**src/rtl/frame_writer.sv**
```systemverilog
// Writer side of the panel frame buffer: RGB byte stream in, 64x32 pixel
// writes into the back bank, then a bank swap handshake with the driver.
module frame_writer #(
  parameter int COL_BITS = 6,
  parameter int ROW_BITS = 5,
  localparam int AW = COL_BITS + ROW_BITS
) (
  input  logic          clk,
  input  logic          rst,
  input  logic [7:0]    in_data,
  input  logic          in_valid,
  input  logic          in_sof,
  output logic          in_ready,
  output logic [AW-1:0] wr_addr,
  output logic [23:0]   wr_data,
  output logic          wr_en_hi,
  output logic          wr_en_lo,
  output logic          selected_buffer,
  input  logic          actual_buffer,
  output logic          frame_done,
  output logic          busy
);

  localparam logic [2:0] S_IDLE  = 3'd0;
  localparam logic [2:0] S_GET_R = 3'd1;
  localparam logic [2:0] S_GET_G = 3'd2;
  localparam logic [2:0] S_GET_B = 3'd3;
  localparam logic [2:0] S_WRITE = 3'd4;
  localparam logic [2:0] S_SWAP  = 3'd5;
  localparam logic [2:0] S_WAIT  = 3'd6;

  logic [2:0]          state;
  logic [2:0]          state_nx;
  logic [ROW_BITS-1:0] row;
  logic [COL_BITS-1:0] col;
  logic                back_buf;
  logic [7:0]          r_q;
  logic [7:0]          g_q;
  logic                accept;
  logic                take_sof;
  logic                last_px;
  logic                rdy_nx;

  assign accept   = in_valid & in_ready;
  assign take_sof = accept & in_sof;
  assign last_px  = (row == '1) && (col == '1);
  assign busy     = (state != S_IDLE);

  always_comb begin
    state_nx = state;
    unique case (state)
      S_IDLE:  if (take_sof) state_nx = S_GET_G;
      S_GET_R: if (accept) state_nx = S_GET_G;
      S_GET_G: begin
        if (take_sof)    state_nx = S_GET_G;
        else if (accept) state_nx = S_GET_B;
      end
      S_GET_B: begin
        if (take_sof)    state_nx = S_GET_G;
        else if (accept) state_nx = S_WRITE;
      end
      S_WRITE: state_nx = last_px ? S_SWAP : S_GET_R;
      S_SWAP:  state_nx = S_WAIT;
      S_WAIT: begin
        if (actual_buffer == back_buf)
          state_nx = S_IDLE;
      end
      default: state_nx = S_IDLE;
    endcase
  end

  // in_ready is registered from the next state so it is low out of reset
  assign rdy_nx = (state_nx == S_IDLE)  ||
                  (state_nx == S_GET_R) ||
                  (state_nx == S_GET_G) ||
                  (state_nx == S_GET_B);

  always_ff @(posedge clk or negedge rst) begin
    if (!rst) begin
      state           <= S_IDLE;
      in_ready        <= 1'b0;
      row             <= '0;
      col             <= '0;
      back_buf        <= 1'b1;
      r_q             <= '0;
      g_q             <= '0;
      wr_addr         <= '0;
      wr_data         <= '0;
      wr_en_hi        <= 1'b0;
      wr_en_lo        <= 1'b0;
      selected_buffer <= 1'b0;
      frame_done      <= 1'b0;
    end else begin
      state      <= state_nx;
      in_ready   <= rdy_nx;
      wr_en_hi   <= 1'b0;
      wr_en_lo   <= 1'b0;
      frame_done <= 1'b0;

      if (take_sof) begin
        r_q <= in_data;
        row <= '0;
        col <= '0;
        // bank is chosen only at a fresh frame, not on resync
        if (state == S_IDLE)
          back_buf <= ~actual_buffer;
      end else if (accept) begin
        unique case (state)
          S_GET_R: r_q <= in_data;
          S_GET_G: g_q <= in_data;
          S_GET_B: begin
            wr_data  <= {in_data, g_q, r_q};
            wr_addr  <= {back_buf,
                         row[ROW_BITS-2:0],
                         col};
            wr_en_hi <= ~row[ROW_BITS-1];
            wr_en_lo <= row[ROW_BITS-1];
          end
          default: ;
        endcase
      end

      if (state == S_WRITE) begin
        col <= col + 1'b1;
        if (col == '1)
          row <= row + 1'b1;
        if (last_px)
          frame_done <= 1'b1;
      end

      if (state == S_SWAP)
        selected_buffer <= back_buf;
    end
  end

endmodule
```
**config.mk**
```make
export PLATFORM = sky130hd
export DESIGN_NAME = frame_writer
export DESIGN_NICKNAME = d
export VERILOG_FILES = /design/src/rtl/frame_writer.sv
export SDC_FILE = /design/constraint.sdc
export NUM_CORES = 1
export LEC_CHECK = 0
export CORE_ASPECT_RATIO = 0.7
export CORE_MARGIN = 10
export CORE_UTILIZATION = 40
export CTS_BUF_LIST = sky130_fd_sc_hd__clkbuf_8
export DETAILED_ROUTE_END_ITERATION = 8
export SLEW_MARGIN = 10
export SYNTH_ARGS = -nofsm -noshare
export SYNTH_HDL_FRONTEND = slang
export SYNTH_SLANG_ARGS = --single-unit
```
**constraint.sdc**
```tcl
create_clock -name clk -period 5.2 [get_ports clk]
set_clock_uncertainty 0.15 [all_clocks]
set_input_delay 1.56 -clock clk [delete_from_list [all_inputs] [get_ports clk]]
set_output_delay 1.56 -clock clk [all_outputs]
set_load 0.005 [all_outputs]
```
Word-level counts from Yosys, hierarchy flattened. Cells that the tools add are included. W data, S select, Z words.

Flip-flop bits (word level): 71. Input bits: 13. Output and inout port bits: 41. Word-level logic and storage cells: 71.

$add $sub $neg: 2. Equality and inequality tests: 12. Multiplexer cells: 25. Bitwise logic cells: 5. Reductions and logical operators: 14.

Operator list (number): $mux W3 (8); $mux W8 (3); $pmux W3 S7 (1); $mux W5 (3); $eq A3 B2 Y1 const B (4); $mux W6 (2); $eq A3 B3 Y1 const B (3); $mux W1 (8); $add A6 B1 Y6 const B (1); $eq A3 B1 Y1 const B (2); $eq A6 B6 Y1 const B (1); $logic_not A3 Y1 (2); $reduce_and A3 Y1 (2); $reduce_bool A2 Y1 (3); $add A5 B1 Y5 const B (1); $eq A5 B5 Y1 const B (1); $reduce_and A2 Y1 (2); $logic_or A1 B1 Y1 (3); $not A1 Y1 (3); $reduce_bool A3 Y1 (1); $and A1 B1 Y1 (2); $eq A1 B1 Y1 (1); $logic_and A1 B1 Y1 (1).

Logic depth before layout (Yosys ltp).
Word-level depth: 8. Depth in mapped cells: 5. Depth with buffers taken out: 5.

Worst setup path after synthesis. No wires, ideal clock.

Path type: input-to-reg. From: input in_sof. To: register wr_addr[2]. Setup time: 125 ps. Arrival: 2665 ps. Required time: 4925 ps. Path slack: 2261 ps. Cell stages on the path: 5. Buffers on the path: 2. Cell sequence: and4b_1 -> and3b_1 -> buf_4 -> buf_4 -> mux2_2.

Word-level cells in the longest chain between the ends: 3.

RTL lines: start: declaration (line 12) `input logic in_sof,`; $and A1 B1 Y1 (line 45) `assign take_sof = accept & in_sof;`; $not A1 Y1 (no source line); $reduce_and A3 Y1 (no source line); end signal: assignment (line 113) `wr_addr <= {back_buf,`; end: declaration (line 14) `output logic [AW-1:0] wr_addr,`.

No other way between the ends. A chain may end at the register's enable or synchronous reset.

Worst setup path in the final report.
From: input in_sof. To: register wr_data[5].

Word-level cells in the longest chain between the ends: 3.

RTL lines: $and A1 B1 Y1 (line 45); $not A1 Y1 (no source line); $reduce_and A3 Y1 (no source line); end signal: assignment (line 112) `wr_data <= {in_data, g_q, r_q};`; end: declaration (line 15) `output logic [23:0] wr_data,`.

No other way between the ends.

==> results.py <==
metrics = {
    "status": {
        "outcome": "finished clean",
    },
    "clock_network": {
        "clock_tree.buffer_depth": 2,
        "clock-root-buffer": "sky130_fd_sc_hd__clkbuf_8",
        "ctsResizeCount": 0,
        "tritoncts_num_sinks": 71,
        "cts_tree": "yes",
        "holdBufCountCts": 0,
        "cts_made_buffers": 9,
        "cts.clk_slew.worst_paths_ns": 0.08,
        "cts-htree-levels": 3,
        "cts.repair_timing.setup_buffer_count": 0,
        "clk-insertion-delay-late_ns": 0.33,
    },
    "placement": {
        "placed_cell_area_um2": 3510,
        "finalWeightedCongestion": 0.762,
        "setup_slack_placement_ns": 1.29,
        "dpl.cell_count": 343,
        "hpwl_mm": 3.95,
        "port-buffer-count": 53,
    },
    "finish": {
        "multi_input_area_um2": 1070,
        "num-nets-final": 276,
        "fraction_of_final_layout_cells_sized_beyond_drive_strength_1": 0.287,
        "sequential_standard_cell_area_um2": 1780,
        "nFillCells": 593,
        "post-route-cell-area_um2": 3730,
        "final_cell_count_no_fill": 359,
        "n_antenna_cell": 0,
        "final_core_utilization": 0.539,
        "areaGrowthSynthToFinish_pct": 27.5,
    },
    "power": {
        "logic_pwr_share": 0.298,
        "intPower_mw": 1.41,
        "cellLeakagePower_nw": 1.65,
        "share_seq_of_total_power": 0.457,
        "sw_frac_of_total": 0.255,
        "net-switching-power_mw": 0.483,
        "power.share.clock": 0.245,
        "cellPowerDensity_nw_per_um2": 508,
        "report.power.total_mw": 1.89,
        "worst_supply_voltage_drop_on_vdd_uv": 219,
    },
    "setup_path": {
        "timing.critical_path.required_ns": 5.27,
        "worstSetupPathType": "input port to register",
        "worst-path-max-fanout": 39,
        "cp_slowest_cell": "sky130_fd_sc_hd__and3b_2",
        "timing.critical_path.cells": "clkdlybuf4s50_1 -> and4b_1 -> and3b_2 -> mux2_2",
        "crit_path_end_kind": "register",
        "critPathMaxStageDelay_ns": 0.81,
        "crit_path_start_kind": "input port",
        "arrival_ns": 3.59,
    },
    "drt": {
        "viasPerCell": 4.96,
        "drt_first_pass_iters": 4,
        "detailroute.via_count": 1780,
        "wirelength_mm": 5.75,
        "initialDrtViolationCount": 62,
        "wire_per_inst_um": 16.0,
        "detail_route.drc_violations": 0,
        "drt.antenna.violating_nets": 0,
    },
    "timing": {
        "timing.final.setup_violations": 0,
        "timing.final.hold_violations": 0,
        "finalCriticalPeriod_ns": 3.52,
        "worst_slack_ns": 1.68,
        "final_max_slew_viol_count": 0,
        "timing.hold.ws_ns": 0.348,
        "tns_ns": 0,
        "max-slew-margin-rel": 0.397,
        "unrepaired_setup_endpoints_after_global_routing": "false",
        "timing_worst_slew_pin_value_ns": 0.904,
        "layout_worst_path_cycle_share": 0.677,
        "timing.fmax_mhz": 284,
    },
    "synth": {
        "yosysWarningCount": 0,
        "cells_after_synthesis": 205,
        "syn-mean-instance-area_um2": 14.3,
        "synth-async-reset-ratio": 1.00,
        "yosysSeqAreaShare": 0.608,
        "synthDistinctLibCells": 38,
        "netlist_area_um2": 2920,
        "total_of_flip_flops_plus_latches_after_synthesis": 71,
        "synth_enable_flop_cells": 0,
        "syn-num-nets": 221,
        "dominantRegCellSynth": "sky130_fd_sc_hd__dfrtp_1",
    },
    "global_route": {
        "total_routing_usage_gr": 0.107,
        "antenna_violations_before_repair": 0,
        "grt_remaining_overflow": 0,
        "global_route_wire_length_before_repair_mm": 9.51,
        "largest_net_degree_at_the_start_of_global_routing": 40,
        "via_count_of_the_first_global_routing_pass": 1803,
    },
    "floorplanning": {
        "placementRows": 25,
        "die-width_um": 122,
        "initial_utilization": 0.423,
        "die-area_um2": 11200,
        "design.portCount": 54,
        "floorplan.core_area_um2": 6910,
        "die_height_um": 91.5,
    },
    "hold_path": {
        "path_class_of_the_lowest_slack_min_delay_path": "register to register",
    },
    "run": {
        "drv.max_cap_violation_count": 0,
    },
}
## layout by cell type (no fill, tap or decap), types with 2 or more instances in the layout
master / n
sky130_fd_sc_hd__bufinv_16: 2
sky130_fd_sc_hd__inv_1: 5
sky130_fd_sc_hd__mux2i_1: 6
sky130_fd_sc_hd__nand2_1: 9
sky130_fd_sc_hd__clkinvlp_4: 2
sky130_fd_sc_hd__nor2b_1: 2
sky130_fd_sc_hd__dfrtp_1: 70
sky130_fd_sc_hd__clkdlybuf4s50_1: 52
sky130_fd_sc_hd__clkbuf_8: 9
sky130_fd_sc_hd__nor3b_1: 2
sky130_fd_sc_hd__clkinv_2: 2
sky130_fd_sc_hd__mux2_2: 53
sky130_fd_sc_hd__nand2b_1: 2
sky130_fd_sc_hd__o21ai_0: 5
sky130_fd_sc_hd__nor3_1: 2
sky130_fd_sc_hd__and2_1: 2
sky130_fd_sc_hd__nand3_1: 9
sky130_fd_sc_hd__or3_1: 2
sky130_fd_sc_hd__ha_1: 3
sky130_fd_sc_hd__o211ai_1: 2
sky130_fd_sc_hd__xor2_1: 3
## layout make-up
class / count / share of cell area
clock buffers: 9 / 0.0332
clock inverters: 7 / 0.0238
multi-input cells: 120 / 0.287
inverters: 4 / 0.00403
repair buffers: 54 / 0.143
well taps: 94 / 0.0316
flip-flops and latches: 71 / 0.477
## worst max-delay path: cells and delay by family
| family | cells | cell delay, ns |
|---|---|---|
| mux | 1 | 0.41 |
| buf+inv | 1 | 0.46 |
| simple gates | 2 | 1.13 |
## power groups by stage
stage               clock network, mW  registers, mW  logic, mW
finish                          0.463          0.865      0.564
global route                    0.504          0.897      0.618
CTS                             0.482          0.869      0.583
detailed placement                  0          0.877      0.580
global placement                    0          0.873      0.572
floorplan                           0          0.854      0.263
## final timing paths
path | startpoint | end | slack [ns] | cells past startpoint
worst max-delay path | in_sof | wr_data[5] | 1.68 | 4
worst min-delay path | r_q[4] | wr_data[4] | 0.35 | 1
worst max register to register | state[1] | wr_data[5] | 2.93 | 3
worst min register to register | r_q[4] | wr_data[4] | 0.35 | 1
max in group asynchronous | rst | back_buf | 2.78 | 2
min in group asynchronous | rst | wr_addr[3] | 1.15 | 1
## layer usage
layer	share of wire	wire [um]	GRT usage
met1	0.47	2720	0.135
met2	0.45	2600	0.160
met3	0.065	375	0.0507
met4	0.0096	55	0.0294
met5	0	0	0
## kinds of logic after synthesis
group                    synth area share
AO/OA/AOI/OAI                      0.0432
XOR/XNOR                          0.00899
adder cells (fa/ha/maj)            0.0128
buffers and inverters              0.0261
flip-flops                          0.608
multiplexers                        0.225
AND/OR/NAND/NOR                    0.0758
## synth_stat cells, drive strengths merged (2+ instances only)
cell / number / area, um2
a31o: 2 / 17.5
and2: 2 / 12.5
and3b: 2 / 17.5
buf: 8 / 53.8
clkbuf: 2 / 7.51
dfrtp: 70 / 1750
ha: 3 / 37.5
inv: 4 / 15.0
mux2: 53 / 597
mux2i: 6 / 60.1
nand2: 9 / 33.8
nand2b: 2 / 12.5
nand3: 9 / 45.0
nor2b: 2 / 12.5
nor3: 2 / 10.0
nor3b: 2 / 15.0
o211ai: 2 / 15.0
o21ai: 5 / 25.0
or3: 2 / 12.5
or3b: 2 / 20.0
xor2: 3 / 26.3
## flip-flops by register name, summed over array words and instances (netlist names)
name and count:
g_q 8, frame_done 1, wr_en_lo 1, wr_data 24, r_q 8, row 5, back_buf 1, wr_en_hi 1
state 3, in_ready 1, col 6, wr_addr 11, selected_buffer 1
Note: power is estimated with default switching activity, not from simulation.
